[config.mk]
export PLATFORM = sky130hd
export DESIGN_NAME = voice_event_mixer
export DESIGN_NICKNAME = d
export VERILOG_FILES = /design/src/rtl/voice_mix_pkg.sv /design/src/rtl/onehot_to_index.sv /design/src/rtl/voice_event_mixer.sv
export SDC_FILE = /design/constraint.sdc
export NUM_CORES = 1
export LEC_CHECK = 0
export BUFFER_PORTS_ARGS = -buffer_cell sky130_fd_sc_hd__buf_2
export CAP_MARGIN = 20
export CORE_ASPECT_RATIO = 0.6
export CORE_MARGIN = 5
export CORE_UTILIZATION = 45
export DETAILED_ROUTE_END_ITERATION = 12
export GPL_TIMING_DRIVEN = 0
export PLACE_DENSITY_LB_ADDON = 0.12
export RECOVER_POWER = 25
export SETUP_SLACK_MARGIN = 0.3
export SLEW_MARGIN = 20
export SYNTH_ARGS = -nofsm -noshare
export SYNTH_HDL_FRONTEND = slang
export SYNTH_SLANG_ARGS = --single-unit
export TNS_END_PERCENT = 30
[constraint.sdc]
create_clock -name clk -period 3.35 [get_ports clk]
set_input_delay 0.1675 -clock clk [delete_from_list [all_inputs] [get_ports clk]]
set_output_delay 0.1675 -clock clk [all_outputs]
set_load 0.01 [all_outputs]
[src/rtl/voice_mix_pkg.sv]
// Shared types, default sizes and accumulator sizing for the voice event mixer.
package voice_mix_pkg;

  typedef enum logic {
    COLLECT = 1'b0,
    CLOSE   = 1'b1
  } mix_state_t;

  localparam int NUM_VOICES_DEF = 37;
  localparam int SAMPLE_W_DEF   = 16;
  localparam int IDX_W          = 6;

  // One sign bit of headroom per doubling of the voice count keeps a full frame exact.
  function automatic int acc_width(input int sample_w, input int num_voices);
    return sample_w + $clog2(num_voices);
  endfunction

endpackage

[src/rtl/onehot_to_index.sv]
// Decodes the per-voice strobe vector into a slot index plus exactly-one / more-than-one flags.
module onehot_to_index
  import voice_mix_pkg::*;
#(
  parameter int NUM_VOICES = NUM_VOICES_DEF
) (
  input  logic [NUM_VOICES-1:0] events,
  output logic [IDX_W-1:0]      index,
  output logic                  valid,
  output logic                  multi
);

  logic [NUM_VOICES-1:0] low_cleared;

  // Clearing the lowest set bit leaves zero exactly when at most one bit was set.
  always_comb begin
    low_cleared = events & (events - {{(NUM_VOICES-1){1'b0}}, 1'b1});
    multi       = (low_cleared != {NUM_VOICES{1'b0}});
    valid       = (events != {NUM_VOICES{1'b0}}) && !multi;
    index       = {IDX_W{1'b0}};
    for (int i = 0; i < NUM_VOICES; i++) begin
      index = index | (events[i] ? IDX_W'(i) : {IDX_W{1'b0}});
    end
  end

endmodule

[src/rtl/voice_event_mixer.sv]
// Sums one sample per voice slot into a frame, then saturates and hands it downstream.
// Optional feature macro: VOICE_MIX_CLIP_STATS_EN enables the saturated-frame counter.
module voice_event_mixer
  import voice_mix_pkg::*;
#(
  parameter int NUM_VOICES = NUM_VOICES_DEF,
  parameter int SAMPLE_W   = SAMPLE_W_DEF,
  parameter int GAIN_SHIFT = 0
) (
  input  logic                       clk,
  input  logic                       rst,
  input  logic [NUM_VOICES-1:0]      events,
  input  logic signed [SAMPLE_W-1:0] voice_sample,
  input  logic                       mix_ready,
  output logic signed [SAMPLE_W-1:0] mix_sample,
  output logic                       mix_valid,
  output logic                       frame_err,
  output logic                       overrun,
  output logic [15:0]                clip_count
);

  localparam int ACC_W = acc_width(SAMPLE_W, NUM_VOICES);
  localparam logic signed [ACC_W-1:0] SAT_MAX = {{(ACC_W-SAMPLE_W+1){1'b0}}, {(SAMPLE_W-1){1'b1}}};
  localparam logic signed [ACC_W-1:0] SAT_MIN = {{(ACC_W-SAMPLE_W+1){1'b1}}, {(SAMPLE_W-1){1'b0}}};

  mix_state_t                  state;
  logic signed [ACC_W-1:0]     acc;
  logic [NUM_VOICES-1:0]       seen;
  logic [IDX_W-1:0]            strobe_idx;
  logic                        strobe_valid;
  logic                        strobe_multi;
  logic                        strobe_last;
  logic signed [ACC_W-1:0]     sample_ext;
  logic signed [ACC_W-1:0]     shifted;
  logic signed [SAMPLE_W-1:0]  sat_val;

  onehot_to_index #(
    .NUM_VOICES(NUM_VOICES)
  ) u_onehot_to_index (
    .events(events),
    .index (strobe_idx),
    .valid (strobe_valid),
    .multi (strobe_multi)
  );

  // Sign extension, gain shift and output saturation of the running frame sum.
  always_comb begin
    sample_ext  = {{(ACC_W-SAMPLE_W){voice_sample[SAMPLE_W-1]}}, voice_sample};
    strobe_last = strobe_valid && (strobe_idx == IDX_W'(NUM_VOICES-1));
    shifted     = acc >>> GAIN_SHIFT;
    if (shifted > SAT_MAX) begin
      sat_val = SAT_MAX[SAMPLE_W-1:0];
    end else if (shifted < SAT_MIN) begin
      sat_val = SAT_MIN[SAMPLE_W-1:0];
    end else begin
      sat_val = shifted[SAMPLE_W-1:0];
    end
  end

  // Frame FSM, accumulator and the registered output handshake.
  always_ff @(posedge clk) begin
    if (rst) begin
      state      <= COLLECT;
      acc        <= {ACC_W{1'b0}};
      seen       <= {NUM_VOICES{1'b0}};
      mix_sample <= {SAMPLE_W{1'b0}};
      mix_valid  <= 1'b0;
      frame_err  <= 1'b0;
      overrun    <= 1'b0;
    end else begin
      if (strobe_multi) begin
        frame_err <= 1'b1;
      end
      if (mix_valid && mix_ready) begin
        mix_valid <= 1'b0;
      end
      case (state)
        COLLECT: begin
          if (strobe_valid) begin
            acc  <= acc + sample_ext;
            seen <= seen | events;
            if (strobe_last) begin
              state <= CLOSE;
            end
          end
        end
        CLOSE: begin
          // A frame always closes and is presented, even when some slots never arrived.
          if (seen != {NUM_VOICES{1'b1}}) begin
            frame_err <= 1'b1;
          end
          if (mix_valid && !mix_ready) begin
            overrun <= 1'b1;
          end
          mix_sample <= sat_val;
          mix_valid  <= 1'b1;
          if (strobe_valid) begin
            acc   <= sample_ext;
            seen  <= events;
            state <= strobe_last ? CLOSE : COLLECT;
          end else begin
            acc   <= {ACC_W{1'b0}};
            seen  <= {NUM_VOICES{1'b0}};
            state <= COLLECT;
          end
        end
        default: begin
          state <= COLLECT;
        end
      endcase
    end
  end

`ifdef VOICE_MIX_CLIP_STATS_EN
  logic clipped;
  logic [15:0] clip_cnt;

  assign clipped    = (shifted > SAT_MAX) || (shifted < SAT_MIN);
  assign clip_count = clip_cnt;

  // Saturating count of frames whose value was altered by clipping.
  always_ff @(posedge clk) begin
    if (rst) begin
      clip_cnt <= 16'h0000;
    end else if ((state == CLOSE) && clipped && (clip_cnt != 16'hFFFF)) begin
      clip_cnt <= clip_cnt + 16'h0001;
    end
  end
`else
  assign clip_count = 16'h0000;
`endif

endmodule

==> results of run 1 <==
## cell usage after synthesis, drive strengths merged, types with 3 or more instances
| master | number | share of area, % |
|---|---|---|
| and2 | 3 | 0.38 |
| o41ai | 5 | 0.88 |
| nor4 | 13 | 2.2 |
| xor2 | 5 | 0.88 |
| a21o | 8 | 1.2 |
| buf | 29 | 3.7 |
| a31oi | 4 | 0.50 |
| o31ai | 10 | 1.5 |
| or2 | 6 | 0.75 |
| ha | 21 | 5.3 |
| or3 | 9 | 1.1 |
| mux2i | 3 | 0.60 |
| nor3 | 9 | 0.90 |
| clkbuf | 22 | 1.7 |
| o21ai | 30 | 3.0 |
| o311ai | 17 | 3.0 |
| nor2b | 9 | 1.1 |
| o211ai | 3 | 0.45 |
| inv | 11 | 0.83 |
| and3 | 5 | 0.63 |
| nand2 | 56 | 4.4 |
| nand4 | 19 | 2.5 |
| nand3 | 30 | 3.1 |
| nor2 | 36 | 2.7 |
| nand2b | 47 | 5.9 |
| o21a | 6 | 0.90 |
| a21oi | 72 | 7.2 |
| dfxtp | 79 | 32 |
| nand4b | 15 | 2.6 |
| xnor2 | 11 | 1.9 |
| or4 | 7 | 1.1 |
## layout make-up
class | count | area [sq um] | share of cell area, %
well taps | 139 | 173.9 | 2.856
repair buffers | 82 | 406.6 | 6.678
plain buffers | 51 | 304.0 | 4.993
multi-input cells | 502 | 3284 | 53.93
clock buffers | 10 | 239.0 | 3.924
clock inverters | 5 | 58.81 | 0.9657
inverters | 11 | 41.29 | 0.6780
flip-flops and latches | 79 | 1582 | 25.97
## state kept, by name (all words and copies together) (netlist names)
name	count
overrun	1
seen	37
mix_sample	16
state	1
frame_err	1
mix_valid	1
acc	22
## worst reg2reg max path, delay by kind of cell, from the launching register on
kind | cells | cell delay [ps]
adders and majority gates | 2 | 420
and+or+nand+nor | 1 | 80
xor gates and xnor gates | 1 | 270
buffers and inverters | 1 | 70
AOI/OAI and AO/OA | 7 | 1620
DFF | 1 | 350
## layer usage
metal,wire length [um],vias up,GRT usage (%)
met1,8129,2470,36.69
met4,217,2,5.608
met2,6512,270,30.85
met3,1848,25,7.662
li1,-,2512,-
met5,20,-,0
## power by group
group          switching, W  internal, W  leakage, nW
clock network      0.000400     0.000593        0.141
registers       0.000000504     0.000940        0.636
logic              0.000139    0.0000777         1.47
## through the flow
stage	total power, W	hold WS, ps
2_1_floorplan	0.001067	303.5
5_1_grt	0.002221	108.4
3_3_place_gp	0.001157	441.8
4_1_cts	0.002151	83.28
6_report	0.002151	93.84
3_5_place_dp	0.001160	449.0
## repair_timing
action                                 CTS  global route
gates resized for setup                  1            35
buffers inserted                         1             7
endpoints found under the hold margin    0             0
setup endpoints to repair               13            55
pin swaps                                1             8
## worst max path at each step
stage	from	end
3_3_place_gp	events[1]	acc[20]
4_1_cts	events[13]	acc[20]
5_1_grt	events[5]	acc[21]
2_1_floorplan	events[28]	acc[1]
3_5_place_dp	events[1]	acc[20]
6_report	events[5]	acc[1]
## logic make-up after synthesis
kind of cell             Yosys count  share of synthesized area [%]
AO/OA/AOI/OAI                    176                          22.42
other                              1                        0.07534
AND/OR/NAND/NOR                  268                          30.19
adder cells (fa/ha/maj)           23                          5.882
multiplexers                       3                         0.6033
flip-flops                        79                          31.77
XOR/XNOR                          16                          2.815
buffers and inverters             62                          6.234
==> results_dict.tcl, run 1 <==
set metrics [dict create \
    max_freq_mhz 334.2 \
    start_kind "primary input" \
    hold_buffers 0 \
    clockBufferDepth 2 \
    layout_common_cells "79 x dfxtp_1, 72 x a21oi_1, 57 x buf_2, 55 x nand2_1, 47 x nand2b_1" \
    gp_congestion 0.9219 \
    r2r_cells 12 \
    p_per_area_mw_per_mm2 353.2 \
    pre_cts_ws_ps -93.67 \
    max_stage_delay_ps 590 \
    routed_via_density 6.006 \
    endpoint_kind "register" \
    r2r_start "acc[0]" \
    final_nets 814 \
    drt_wl_total_um 16730 \
    root_buffer "clkbuf_16" \
    stdcell_area_sq_mm 0.006090 \
    final_cells 879 \
    worst_slew_pin_slew_ps 703.3 \
    track_usage_pct 23.66 \
    worstPathArrival_ps 3230 \
    crit_path_max_fanout 9 \
    rows 29 \
    cts.sinks 79 \
    synth.distinct_cells 65 \
    worst-endpoint-required_ps 3590 \
    synth_cells 628 \
    rrSetupSlack_ps 410 \
    ios 91 \
    synth_edf_count 0 \
    grt_max_degree 14 \
    cp_num_buf_inv 2 \
    ys_ff_latch 79 \
    holdCritStartpoint "events[6]" \
    worstPathCellList "buf_2, nor2_1, nand3_4, o41ai_1, o2111ai_1, or4b_4, nor4_4, buf_6, nand2_4, or4_1, o311ai_1" \
    wl_per_cell_um 19.03 \
    layout_setup_ws_ps 358.1 \
    cp.depth 11 \
    outcome "completed" \
    nFillCells 1042 \
    rr_endpoint "acc[20]" \
    finalHoldViolations 0 \
    insertion_delay_ps 340 \
    synthesis.area_sq_mm 0.004977 \
    num_antenna_cells 0 \
    postLayoutCoreUtil_pct 56.89 \
    dieHeight_um 91.47 \
    grt_overflow_total 0 \
    ant_nets 0 \
    max_slew_margin_pct 53.11 \
    dr.pass1.iters 5 \
    dpl_cell_area_sq_mm 0.005578 \
    min_path_cells 3 \
    async_flop_share_pct 0 \
    grt_setup_unrepaired "false" \
    vias 5279 \
    crit_family "simple AND/OR/NAND/NOR gates" \
    cts_buffers 9 \
    syn_avg_cell_area_sq_um 7.926 \
    cts_max_level 3 \
    ys_warn_count 0 \
    drive_gt1_share_pct 17.70 \
    grt_pass1_vias 4868 \
    grt_pass1_wl_um 25600 \
    worstSetupPathType "in -> reg" \
    cap_violations 0 \
    setup_viol 0 \
    dp.final_hpwl_um 12580 \
    syn_to_final_growth_pct 22.35 \
    cpMaxStageDelayCell "or4b_4" \
    fin_skew_ps 4.622 \
    timing.final.crit_period_ps 2992 \
    drc 0 \
    core_region_area_sq_mm 0.01070 \
    cts_tree "done" \
    p_leak_nw 2.248 \
    clk_pin_slew_ps 60 \
    fin_crit_sh_pct 89.31 \
    port_buffers 74 \
    antenna_found_initial 1 \
    slew_violations 0 \
    fp.dieArea_sq_mm 0.01333 \
    hold_end "seen[6]" \
    drt_iter0_drc 452 \
    layout_commonest_cell "dfxtp_1" \
    start_util_pct 46.50 \
    synthFlopType "dfxtp_1" \
    dp.cells 856 \
    min_path_type "in -> reg" \
    die_x_um 145.8 \
    ys_seq_area_share_pct 31.77 \
    tns_ps 0 \
    ir_worst_vdd_v 0.0002657 \
]
No activity file was read; power rests on OpenSTA's default activity.
==> run 2: changes to the inputs <==
--- a/config.mk
+++ b/config.mk
@@ -5,6 +5,7 @@
 export SDC_FILE = /design/constraint.sdc
 export NUM_CORES = 1
 export LEC_CHECK = 0
+export ABC_AREA = 1
 export BUFFER_PORTS_ARGS = -buffer_cell sky130_fd_sc_hd__buf_2
 export CAP_MARGIN = 20
 export CORE_ASPECT_RATIO = 0.6
==> results_dict.tcl, run 2 <==
set metrics [dict create \
    outcome "completed" \
    cts.sinks 79 \
    ys_ff_latch 79 \
    max_freq_mhz 369.2 \
    clockBufferDepth 2 \
    min_path_type "in -> reg" \
    yosys.area.top_type "dfxtp_1" \
    ant_nets 0 \
    worstSetupPathType "reg -> reg" \
    tns_ps 0 \
    final_nets 1057 \
    ir_worst_vdd_v 0.0002417 \
    ios 91 \
    reg_top3 "seen: 37 flops, acc: 22 flops, mix_sample: 16 flops" \
    synth_edf_count 0 \
    stdcell_area_sq_mm 0.006421 \
    cap_violations 0 \
    synthesis.area_sq_mm 0.005470 \
    worstPathArrival_ps 2990 \
    start_kind "register" \
    port_buffers 73 \
    fin_hold_ws_ps 114.5 \
    async_flop_share_pct 0 \
    insertion_delay_ps 340 \
    max_slew_margin_pct 42.31 \
    ys_warn_count 0 \
    syn_to_final_growth_pct 17.38 \
    ff_latch_area_sq_mm 0.001582 \
    yosysMostFrequentCell "nand2_1" \
    drc 0 \
    grt_max_degree 13 \
    timing.final.crit_period_ps 2708 \
    vias 6222 \
    drt_wl_total_um 18230 \
    grt_pass1_wl_um 28260 \
    clk_pin_slew_ps 60 \
    dieHeight_um 95.41 \
    synth.distinct_cells 36 \
    die_x_um 152.3 \
    finalHoldViolations 0 \
    ys_seq_area_share_pct 28.91 \
    grt_pass1_vias 5124 \
    grt_setup_unrepaired "false" \
    syn_avg_cell_area_sq_um 6.216 \
    routed_via_density 5.420 \
    post_cts_buffers 0 \
    dp.cells 1133 \
    synth_cells 880 \
    grt_overflow_total 0 \
    synth_top_area_share_pct 28.91 \
    worst_slew_pin_slew_ps 857.4 \
    setup_viol 0 \
    p_per_area_mw_per_mm2 360.0 \
    dpl_cell_area_sq_mm 0.006098 \
    nFillCells 1291 \
    synth_common_cells "215 x nand2_1, 108 x nand3_1, 99 x a21oi_1, 98 x nor2_1, 79 x dfxtp_1" \
    fp.dieArea_sq_mm 0.01453 \
    final_cells 1148 \
    layout_commonest_cell "nand2_1" \
    antenna_found_initial 0 \
    worst-endpoint-required_ps 3630 \
    rows 31 \
    core_region_area_sq_mm 0.01199 \
    largest_register_ffs 37 \
    cts_resized 0 \
    crit_path_max_fanout 3 \
    slew_violations 0 \
    endpoint_kind "register" \
    gp_congestion 0.9870 \
    dr.pass1.iters 5 \
    cts_tree "done" \
    fin_skew_ps 7.012 \
    regMostFlops "seen" \
    cts_buffers 9 \
    synth.area.top_cells "dfxtp_1 29%, nand2_1 15%, nand3_1 9.9%" \
    start_util_pct 45.64 \
    hold_buffers 0 \
    multi_input_area_sq_mm 0.003407 \
    cts_max_level 3 \
    layout_common_cells "215 x nand2_1, 108 x nand3_1, 99 x a21oi_1, 98 x nor2_1, 79 x dfxtp_1" \
    fin_crit_sh_pct 80.85 \
    dp.final_hpwl_um 14930 \
    p_leak_nw 2.697 \
    num_antenna_cells 0 \
    track_usage_pct 24.68 \
    wl_per_cell_um 15.88 \
    drt_iter0_drc 650 \
    synthFlopType "dfxtp_1" \
    drive_gt1_share_pct 11.29 \
    root_buffer "clkbuf_16" \
]
## run 2: worst paths after layout
path / start / end / slack [ps] / depth (start not counted)
setup / recovery: acc[0] / acc[16] / 640 / 16
hold / removal: mix_ready / mix_valid / 110 / 4
setup reg to reg: acc[0] / acc[16] / 640 / 16
hold reg to reg: mix_sample[1] / mix_sample[1] / 460 / 2
## run 2: area by class of cell
class                           count  area share, %
Buffer                             53          4.404
Clock buffer                       12          3.995
Clock inverter                      3          1.403
Inverter                           68          3.975
Multi-Input combinational cell    695          53.06
Sequential cell                    79          24.63
Tap cell                          165          3.215
Timing Repair Buffer               73          5.320
## run 2: power breakdown
part	internal (W)	switching [W]	total, W
Combinational	0.0000778	0.000147	0.000225
Clock	0.000765	0.000381	0.00115
Sequential	0.000940	0.000000486	0.000941
## run 2: metal layers
metal  wire length, um  track usage (%)
met1             10030            42.57
met2              6090            27.51
met3              1955            7.574
met4               155            4.188
met5                 0                0
## run 2: logic make-up (layout without fill, tap and decap cells)
group / Yosys count / in the layout / share of synthesized area (%)
DFF: 79 / 79 / 28.91
other: 1 / 16 / 0.06855
buffers and inverters: 121 / 209 / 9.835
AOI/OAI and AO/OA: 160 / 160 / 15.14
adders and majority gates: 22 / 22 / 5.169
and+or+nand+nor: 482 / 482 / 38.47
xor gates and xnor gates: 15 / 15 / 2.402
## run 2: critical path, stage by stage (launching register included)
cell and delay, ps:
dfxtp_1 350, ha_1 200, inv_1 80, fa_1 410
inv_1 110, nand3_1 100, nor2_1 110, nor2_1 90
o21ai_0 370, nand3_1 230, nand2_1 110, nand2_1 50
a21oi_1 120, nand3_1 120, nand3_1 110, nand2_1 50
inv_1 50
## run 2: through the flow
stage                     setup WS (ps)  utilization (%)  power, W
final                             641.6            53.58  0.002312
after global routing              386.1            53.58  0.002390
after CTS                         697.0            53.77  0.002318
after detailed placement          707.5            50.88  0.001180
after global placement            681.2            50.88  0.001181
after floorplan                    1265                -  0.001089
